==> src/rtl/reg_bank_sv.sv <==
// Peripheral register bank responder: REQ/ACK bus, R/W control registers,
// W1C sticky status and a saturating clear-on-read event counter.
module reg_bank_sv #(
  parameter int DATA_W   = 8,
  parameter int ADDR_W   = 4,
  parameter int NUM_CTRL = 4
) (
  input  logic                       CLK,
  input  logic                       RST,
  input  logic                       REQ,
  input  logic                       WE,
  input  logic [ADDR_W-1:0]          ADDR,
  input  logic [DATA_W-1:0]          WD,
  output logic                       ACK,
  output logic [DATA_W-1:0]          RD,
  output logic                       ERR,
  output logic [NUM_CTRL*DATA_W-1:0] CTRL,
  input  logic [DATA_W-1:0]          EV_SET,
  input  logic                       EV_INC,
  output logic                       IRQ
);

  typedef enum logic {IDLE, RESP} state_t;

  localparam logic [ADDR_W-1:0] STAT_A = ADDR_W'(NUM_CTRL);
  localparam logic [ADDR_W-1:0] EVC_A  = ADDR_W'(NUM_CTRL + 1);
  localparam logic [DATA_W-1:0] SAT    = '1;

  state_t            state_q;
  logic [DATA_W-1:0] ctrl_q [NUM_CTRL];
  logic [DATA_W-1:0] status_q;
  logic [DATA_W-1:0] evcnt_q;

  logic              accept;
  logic              hit_ctrl;
  logic              hit_stat;
  logic              hit_evc;
  logic              mapped;
  logic [DATA_W-1:0] rd_mux;
  logic [DATA_W-1:0] w1c;
  logic              evc_clr;

  assign accept = (state_q == IDLE) && REQ;

  always_comb begin
    hit_ctrl = 1'b0;
    rd_mux   = '0;
    for (int i = 0; i < NUM_CTRL; i++) begin
      if (ADDR == ADDR_W'(i)) begin
        hit_ctrl = 1'b1;
        rd_mux   = ctrl_q[i];
      end
    end
    hit_stat = (ADDR == STAT_A);
    hit_evc  = (ADDR == EVC_A);
    if (hit_stat) rd_mux = status_q;
    if (hit_evc)  rd_mux = evcnt_q;
    mapped = hit_ctrl | hit_stat | hit_evc;
  end

  // side effects are gated by accept so idle-bus X cannot leak into state
  assign w1c     = (accept && WE && hit_stat) ? WD : '0;
  assign evc_clr = accept && !WE && hit_evc;

  always_ff @(posedge CLK) begin
    if (RST) begin
      state_q  <= IDLE;
      ACK      <= 1'b0;
      RD       <= '0;
      ERR      <= 1'b0;
      status_q <= '0;
      evcnt_q  <= '0;
      for (int i = 0; i < NUM_CTRL; i++)
        ctrl_q[i] <= '0;
    end else begin
      status_q <= (status_q & ~w1c) | EV_SET;

      if (evc_clr)
        evcnt_q <= EV_INC ? DATA_W'(1) : '0;
      else if (EV_INC && evcnt_q != SAT)
        evcnt_q <= evcnt_q + DATA_W'(1);

      case (state_q)
        IDLE: begin
          if (REQ) begin
            state_q <= RESP;
            ACK     <= 1'b1;
            ERR     <= !mapped;
            RD      <= (!WE && mapped) ? rd_mux : '0;
            if (WE) begin
              for (int i = 0; i < NUM_CTRL; i++)
                if (ADDR == ADDR_W'(i)) ctrl_q[i] <= WD;
            end
          end
        end
        RESP: begin
          state_q <= IDLE;
          ACK     <= 1'b0;
          RD      <= '0;
          ERR     <= 1'b0;
        end
        default: state_q <= IDLE;
      endcase
    end
  end

  for (genvar g = 0; g < NUM_CTRL; g++) begin : g_ctrl
    assign CTRL[g*DATA_W +: DATA_W] = ctrl_q[g];
  end

  assign IRQ = |status_q;

endmodule

==> config.mk <==
export PLATFORM = sky130hd
export DESIGN_NAME = reg_bank_sv
export DESIGN_NICKNAME = d
export VERILOG_FILES = /design/src/rtl/reg_bank_sv.sv
export SDC_FILE = /design/constraint.sdc
export NUM_CORES = 1
export LEC_CHECK = 0
export CAP_MARGIN = 25
export CORE_MARGIN = 3
export CORE_UTILIZATION = 45
export CTS_BUF_LIST = sky130_fd_sc_hd__clkbuf_16
export CTS_CLUSTER_SIZE = 16
export DETAILED_ROUTE_END_ITERATION = 8
export GPL_TIMING_DRIVEN = 0
export PLACE_DENSITY_LB_ADDON = 0.08
export SYNTH_ARGS = -nofsm -noshare
export SYNTH_HDL_FRONTEND = slang
export SYNTH_SLANG_ARGS = --single-unit
==> constraint.sdc <==
create_clock -name CLK -period 2.2 [get_ports CLK]
set_clock_uncertainty 0.15 [all_clocks]
set_input_delay 0.33 -clock CLK [delete_from_list [all_inputs] [get_ports CLK]]
set_output_delay 0.33 -clock CLK [all_outputs]
set_load 0.05 [all_outputs]
**Word level (Yosys, flattened, before mapping)**

Memories as Yosys holds them, arrays and structs flattened.
Index checks and enable logic that the tools add are counted.

- Bits in registers: 27
- Latch bits: 0
- RAM bits: 32
- Memory bits (read-only): 0
- Bits of input ports: 25
- Word-level logic and storage cells: 89
- Memories: 1

- $add $sub $neg: 1
- Multiply operators: 0
- Div/mod/pow operators: 0
- $lt $le $gt $ge: 0
- Equal/unequal tests: 7
- Shift-type cells: 0
- Multiplexer cells: 52
- Bitwise operators: 10
- Reduce and logical (&&, ||, !) cells: 12

Memory list:

| name | depth | width | rd ports | clocked after memory_dff | wr ports | RTL line | RTL |
|---|---|---|---|---|---|---|---|
| ctrl_q | 4 | 8 | 4 | 0 | 4 | 30 | `logic [DATA_W-1:0] ctrl_q [NUM_CTRL];` |

Operators with widths:

| operator | number |
|---|---|
| 2-to-1 mux 8 bit | 15 |
| 2-to-1 mux 1 bit | 33 |
| one-hot mux 8 bit (2 select lines) | 1 |
| adder 8 x 1 -> 8 bit (second input constant) | 1 |
| AND 8 bit | 1 |
| == test 4 x 2 -> 1 bit (second input constant) | 2 |
| == test 4 x 3 -> 1 bit (second input constant) | 2 |
| inequality test 8 bit (second input constant) | 1 |
| inverter 8 bit | 1 |
| bitwise OR 8 bit | 1 |
| OR reduction 8 bit | 1 |
| logical AND 1 bit | 7 |
| bitwise OR 1 bit | 6 |
| one-hot mux 1 bit (2 select lines) | 3 |
| == test 4 x 1 -> 1 bit (second input constant) | 1 |
| logical NOT 4 bit | 1 |
| logical NOT 1 bit | 2 |
| inequality test 2 bit (second input constant) | 1 |
| nonzero test 2 bit | 1 |
| inverter 1 bit | 1 |

**Longest topological paths before layout**

Gate-level depths: netlist of the first run.

- Depth in word-level cells: 11
- Gate-level depth with buffers: 6
- Mapped depth without buffers: 5

**Worst setup path before layout of the first run**

OpenSTA, ideal clock, no wires.

- Path type: input port to flip-flop
- Start point: input port ADDR[2]
- End point: memory ctrl_q[2][0], enable pin
- Setup time: 0.387 ns
- Data arrival time: 1.562 ns
- Data required time: 1.663 ns
- Setup slack: 0.102 ns
- Stages: 3
- Buffers on the path: 1
- Cell sequence: buf_2 or2_2 o31ai_1

RTL lines:

| element | RTL line | RTL |
|---|---|---|
| start, declared | 12 | `input logic [ADDR_W-1:0] ADDR,` |
| end, declared | 30 |  |

**Worst setup path in the final report of the first run**

- Start point: input port REQ
- End point: register RD[6]

- Longest elaborated chain between the ends: 1

RTL lines:

| element | RTL line | RTL |
|---|---|---|
| start, declared | 10 | `input logic REQ,` |
| inequality test 2 bit (no line) | - |  |
| end signal, assigned | 89 | `RD <= (!WE && mapped) ? rd_mux : '0;` |
| end, declared | 15 | `output logic [DATA_W-1:0] RD,` |

No other way between the ends.
A chain may end at the register's enable or synchronous reset.

==> results of run 1 <==
[report_power, final]
part | internal [mW] | switching (mW)
combinational | 0.157 | 0.248
sequential | 1.21 | 0.0303
clock | 0.858 | 0.471
[cell type report]
cell class / instances / share of cell area, %
plain buffers: 12 / 1.96
clock buffers: 9 / 5.61
clock inverters: 7 / 1.47
inverters: 2 / 0.187
multi-input cells: 176 / 33.4
flip-flops and latches: 59 / 37.4
well taps: 75 / 2.34
repair buffers: 73 / 17.6
[per-layer routing]
layer	wire length (um)	up-vias	GRT usage [%]
met3	500	18	5.38
li1	-	1112	-
met1	3230	1130	28.6
met5	0	-	0
met2	3680	102	35.3
met4	200	0	9.93
[sequential cells by signal (all words and copies together) (netlist names)]
name	cells
evcnt_q	8
ctrl_q	32
ERR	1
status_q	8
state_q	1
ACK	1
RD	8
[placed cells by master (no fill, tap or decap), drive strengths merged, types with 2 or more instances in the layout]
| master | n |
|---|---|
| a21oi | 11 |
| a221oi | 16 |
| and2 | 33 |
| and4 | 2 |
| buf | 18 |
| clkbuf | 12 |
| clkdlybuf4s50 | 63 |
| clkinv | 5 |
| dfxtp | 27 |
| edfxtp | 32 |
| inv | 2 |
| mux4 | 8 |
| nand2 | 21 |
| nand3 | 11 |
| nand4 | 3 |
| nor2 | 21 |
| nor2b | 2 |
| nor3 | 4 |
| nor4 | 4 |
| o21ai | 14 |
| o31ai | 3 |
| or2 | 5 |
| or4b | 2 |
| xor2 | 3 |
[synth_stat cells (3+ instances only)]
| cell | count |
|---|---|
| o31ai_1 | 3 |
| nand2_1 | 21 |
| buf_4 | 4 |
| clkbuf_1 | 3 |
| nand4_1 | 3 |
| nand3_1 | 11 |
| o21ai_1 | 9 |
| xor2_1 | 3 |
| a21oi_1 | 11 |
| a221oi_2 | 5 |
| nor2_1 | 20 |
| o21ai_0 | 5 |
| dfxtp_1 | 27 |
| a221oi_1 | 11 |
| mux4_2 | 8 |
| buf_2 | 3 |
| edfxtp_1 | 32 |
| and2_1 | 33 |
| or2_2 | 5 |
[what timing repair did]
item,in CTS,in global routing
endpoints found under the setup margin,27,45
setup buffers,2,4
gates resized for setup,7,6
pin swaps,1,3
[worst max-delay path, delay by kind of cell]
family / cells / cell delay (ps)
buf+inv: 2 / 930
simple gates: 1 / 460
compound gates: 2 / 440
[final timing paths]
kind | from | depth (start not counted) | end
max reg2reg | state_q | 4 | RD[6]
min | ACK | 2 | ACK
max | REQ | 5 | RD[6]
min reg2reg | ACK | 2 | ACK
[kinds of logic after synthesis]
logic type               Yosys count
AND/OR/NAND/NOR                  116
flip-flops                        59
AO/OA/AOI/OAI                     47
buffers and inverters             14
multiplexers                       9
XOR/XNOR                           3
adder cells (fa/ha/maj)            1
==> impl_metrics.json, run 1 <==
{
  "tightestPinTransition_ps": 528,
  "fmax_mhz": 481,
  "wl_per_cell_um": 18.4,
  "ant_nets": 0,
  "antenna_found_initial": 0,
  "ioPinCount": 68,
  "port_buffers": 64,
  "diodes": 0,
  "synth_compound_area_share_pct": 12.0,
  "path_cells": "clkdlybuf4s50_1 -> nor2_1 -> clkbuf_1 -> a221oi_1 -> a221oi_2",
  "min_path_type": "flip-flop to flip-flop",
  "worstPathRequired_ps": 2280,
  "register_area_um2": 1500,
  "rrSetupSlack_ps": 310,
  "cap_violations": 0,
  "synth_top_family_by_area": "simple AND/OR/NAND/NOR gates",
  "fin_crit_sh_pct": 94.4,
  "synth.net_count": 275,
  "powerDensity_nw_per_um2": 740,
  "cts_buffer_depth": 2,
  "hold_violations": 0,
  "slowest_delay_ps": 510,
  "grt_usage_pct": 22.1,
  "syn_area_um2": 2870,
  "grt_max_degree": 11,
  "rows": 28,
  "place.gp.congestion": 0.840,
  "fin_crit_ps": 2080,
  "avgViaCountPerCell": 5.72,
  "slowest_stage": "clkdlybuf4s50_1",
  "final_layout_size_suffix_gt1_share_pct": 19.5,
  "final_cells": 413,
  "cp-end-kind": "flip-flop",
  "synthAdderAreaFrac_pct": 0.436,
  "dpl.hpwl_um": 5450,
  "dieArea_um2": 7360,
  "p_leak_nw": 1.39,
  "h-tree-depth": 3,
  "fin_setup_tns_ps": 0,
  "place_worst_setup_slack_ps": -609,
  "core_um2": 6060,
  "finalSetupViolCount": 0,
  "totalPowerFinal_mw": 2.97,
  "dp.cells": 391,
  "hold_buffers": 0,
  "synthTopCellsByArea": "edfxtp_1, dfxtp_1, and2_1",
  "fillCellCount": 469,
  "drv_slew": 0,
  "yosysTopAreaCell": "edfxtp_1",
  "drt_iter0_drc": 111,
  "fin_ws_ps": 123,
  "slew_headroom_pct": 64.6,
  "synth_warnings": 0,
  "die_height_um": 85.8,
  "synth-seq-area-share_pct": 52.4,
  "status": "complete, no violations",
  "cp.arrival_ps": 2160,
  "start_kind": "input pin",
  "yosys.area_share.simple_pct": 24.6,
  "wl_um": 7610,
  "dr_total_vias": 2362,
  "synth_edf_count": 32,
  "cts_sinks": 59,
  "grt-ovfl-total": 0,
  "finalNetCount": 359,
  "clkTransAtPathRegs_ps": 50,
  "cts_buffers": 9,
  "utilization_pct": 66.2,
  "synthXorXnorAreaFrac_pct": 0.917,
  "initial_utilization_pct": 47.3,
  "dpl-instance-area_um2": 3630,
  "clock_latency_ps": 320,
  "holdWs_ps": 338,
  "synth-main-ff-cell": "edfxtp_1",
  "yosysTopAreaCellShare_pct": 33.5,
  "drc_errors": 0,
  "finalInstanceArea_um2": 4010,
  "synthArstFlopShare_pct": 0,
  "worstSetupPathType": "input pin to flip-flop",
  "synth_area_per_cell_um2": 11.5,
  "grt_pass1_vias": 2319,
  "cts_tree": "yes",
  "path_max_fanout": 10,
  "peakVddDrop_mv": 0.498,
  "ys_ff_latch": 59,
  "multi_input_area_um2": 1340,
  "clockRootBuffer": "clkbuf_16",
  "muxShareOfSynthArea_pct": 6.63,
  "grt_pass1_wl_um": 12200,
  "yosysUniqueCellTypes": 44,
  "synthCells": 249,
  "dr.pass1.iters": 4,
  "fp.dieW_um": 85.8,
  "area_delta_synth_final_pct": 40.0,
  "rsz0062_at_grt": "false"
}
Note: power is estimated with default switching activity, not from simulation.
==> run 2: changes to the inputs <==
--- a/config.mk
+++ b/config.mk
@@ -9,10 +9,11 @@
 export CORE_MARGIN = 3
 export CORE_UTILIZATION = 45
 export CTS_BUF_LIST = sky130_fd_sc_hd__clkbuf_16
+export CTS_CLUSTER_DIAMETER = 200
 export CTS_CLUSTER_SIZE = 16
 export DETAILED_ROUTE_END_ITERATION = 8
 export GPL_TIMING_DRIVEN = 0
-export PLACE_DENSITY_LB_ADDON = 0.08
+export PLACE_DENSITY = 0.76
 export SYNTH_ARGS = -nofsm -noshare
 export SYNTH_HDL_FRONTEND = slang
 export SYNTH_SLANG_ARGS = --single-unit
==> run 2 against run 1 <==
Worst hold slack improved by 0.61 ps. Maximum frequency decreased by 0.41%. First-iteration DRC count rose by 58%. Final area about the same. Cell count fell by 0.73%. Setup slack worse by 8.6 ps. Non-clock buffer count shrank 3. Count of clock-buffer cells in the layout did not move. Critical path depth is 1 higher. Register-to-register slack hardly changed. Core utilization shrank 0.062 points. Critical endpoint is now ctrl_q[2][1]. Highest routed layer unchanged.
==> impl_metrics.json, run 2 (synthesis gave the netlist of run 1 again) <==
{
  "grt-ovfl-total": 0,
  "port_buffers": 64,
  "tightestPinTransition_ps": 546,
  "worstSetupPathType": "input pin to flip-flop",
  "drc_errors": 0,
  "hold_buffers": 0,
  "largest_reg_flops": 32,
  "dr_total_vias": 2336,
  "fin_ws_ps": 114,
  "fp.dieW_um": 85.8,
  "fmax_mhz": 479,
  "clock_latency_ps": 330,
  "holdWs_ps": 339,
  "initial_utilization_pct": 47.3,
  "finalSetupViolCount": 0,
  "cts_buffer_depth": 2,
  "final_cell_mix": "clkdlybuf4s50_1, and2_1, edfxtp_1, dfxtp_1",
  "ant_nets": 0,
  "place_worst_setup_slack_ps": -662,
  "dieArea_um2": 7360,
  "final_common_cell": "clkdlybuf4s50_1",
  "pwr-share-clk_pct": 46.7,
  "utilization_pct": 66.2,
  "hold_violations": 0,
  "finalInstanceArea_um2": 4010,
  "worstPathRequired_ps": 2090,
  "drv_slew": 0,
  "drt_iter0_drc": 175,
  "p_seq_share_pct": 40.2,
  "rsz0062_at_grt": "false",
  "wl_um": 7850,
  "dpl.hpwl_um": 5520,
  "p_switching_uw": 825,
  "peakVddDrop_mv": 0.630,
  "clkTransAtPathRegs_ps": 60,
  "start_kind": "input pin",
  "p_leak_nw": 1.38,
  "powerDensity_nw_per_um2": 768,
  "cp-end-kind": "flip-flop",
  "dpl-instance-area_um2": 3620,
  "swShare_pct": 26.8,
  "ioPinCount": 68,
  "status": "complete, no violations",
  "fin_crit_ps": 2090,
  "min_path_type": "input pin to flip-flop",
  "wl_per_cell_um": 19.1,
  "rows": 28,
  "h-tree-depth": 3,
  "cts_tree": "yes",
  "slew_headroom_pct": 63.4,
  "cts_buffers": 9,
  "place.gp.congestion": 0.783,
  "largest_register": "ctrl_q",
  "cap_violations": 0,
  "cp.arrival_ps": 1980,
  "core_um2": 6060,
  "p_int_mw": 2.26,
  "final_layout_size_suffix_gt1_share_pct": 19.7,
  "power.share.combinational_pct": 13.1,
  "cts_sinks": 59,
  "dr.pass1.iters": 5,
  "path_max_fanout": 10,
  "grt_pass1_wl_um": 12800,
  "fin_crit_sh_pct": 94.8,
  "area_delta_synth_final_pct": 39.9,
  "fillCellCount": 467,
  "clockRootBuffer": "clkbuf_16",
  "grt_usage_pct": 23.3,
  "die_height_um": 85.8,
  "avgViaCountPerCell": 5.70,
  "diodes": 0,
  "grt_pass1_vias": 2390,
  "finalNetCount": 356,
  "antenna_found_initial": 0,
  "grt_max_degree": 14,
  "totalPowerFinal_mw": 3.08
}
-- run 2: cell count changes in the layout (fill, tap and decap cells not counted), moves of 2 or more --
cell      change
inv_6         +3
buf_4         -3
clkinv_2      -2
clkinv_1      -3
-- run 2: critical path, stage by stage --
cell and delay [ps]:
clkdlybuf4s50_1 580, and3b_2 210, buf_4 180, nand2_2 170
o31ai_4 290, buf_4 200
-- run 2: repair_timing --
action / 4_1_cts / 5_1_grt
buffers inserted: 2 / 2
pin swaps: 1 / 2
cloned: 0 / 0
setup endpoints to repair: 33 / 47
gates resized for setup: 8 / 4
-- run 2: per-stage QoR --
step / setup TNS (ps) / cells
2_1_floorplan: 0 / 249
3_3_place_gp: -31450 / 388
3_5_place_dp: -23450 / 390
4_1_cts: 0 / 408
5_1_grt: 0 / 410
6_report: 0 / 410
-- run 2: final timing paths --
kind	from	end	slack (ps)	cells past startpoint
min reg2reg	RD[7]	RD[7]	350	2
max	REQ	ctrl_q[2][1]	110	6
max reg2reg	state_q	ctrl_q[2][1]	310	5
min	ADDR[2]	RD[1]	340	4
-- run 2: layer usage --
layer	vias up	share of wire, %	track usage, %
met4	0	1.5	9.78
met2	96	51	39.0
met1	1126	41	27.8
met3	9	6.5	7.11
li1	1105	-	-
met5	-	0	0
-- run 2: layout make-up --
class,count,area (um2),share of cell area (%)
inverters,2,7.51,0.187
clock inverters,7,83.8,2.09
multi-input cells,176,1340,33.3
plain buffers,12,78.8,1.97
clock buffers,9,225,5.62
repair buffers,70,684,17.1
flip-flops and latches,59,1500,37.4
well taps,75,93.8,2.34
-- run 2: power groups by stage --
stage | Sequential [mW] | Combinational, mW | Clock, mW
after global routing | 1.24 | 0.426 | 1.51
after floorplan | 1.36 | 0.133 | 0
after CTS | 1.24 | 0.399 | 1.46
after detailed placement | 1.26 | 0.387 | 0
final | 1.24 | 0.404 | 1.44
after global placement | 1.26 | 0.380 | 0
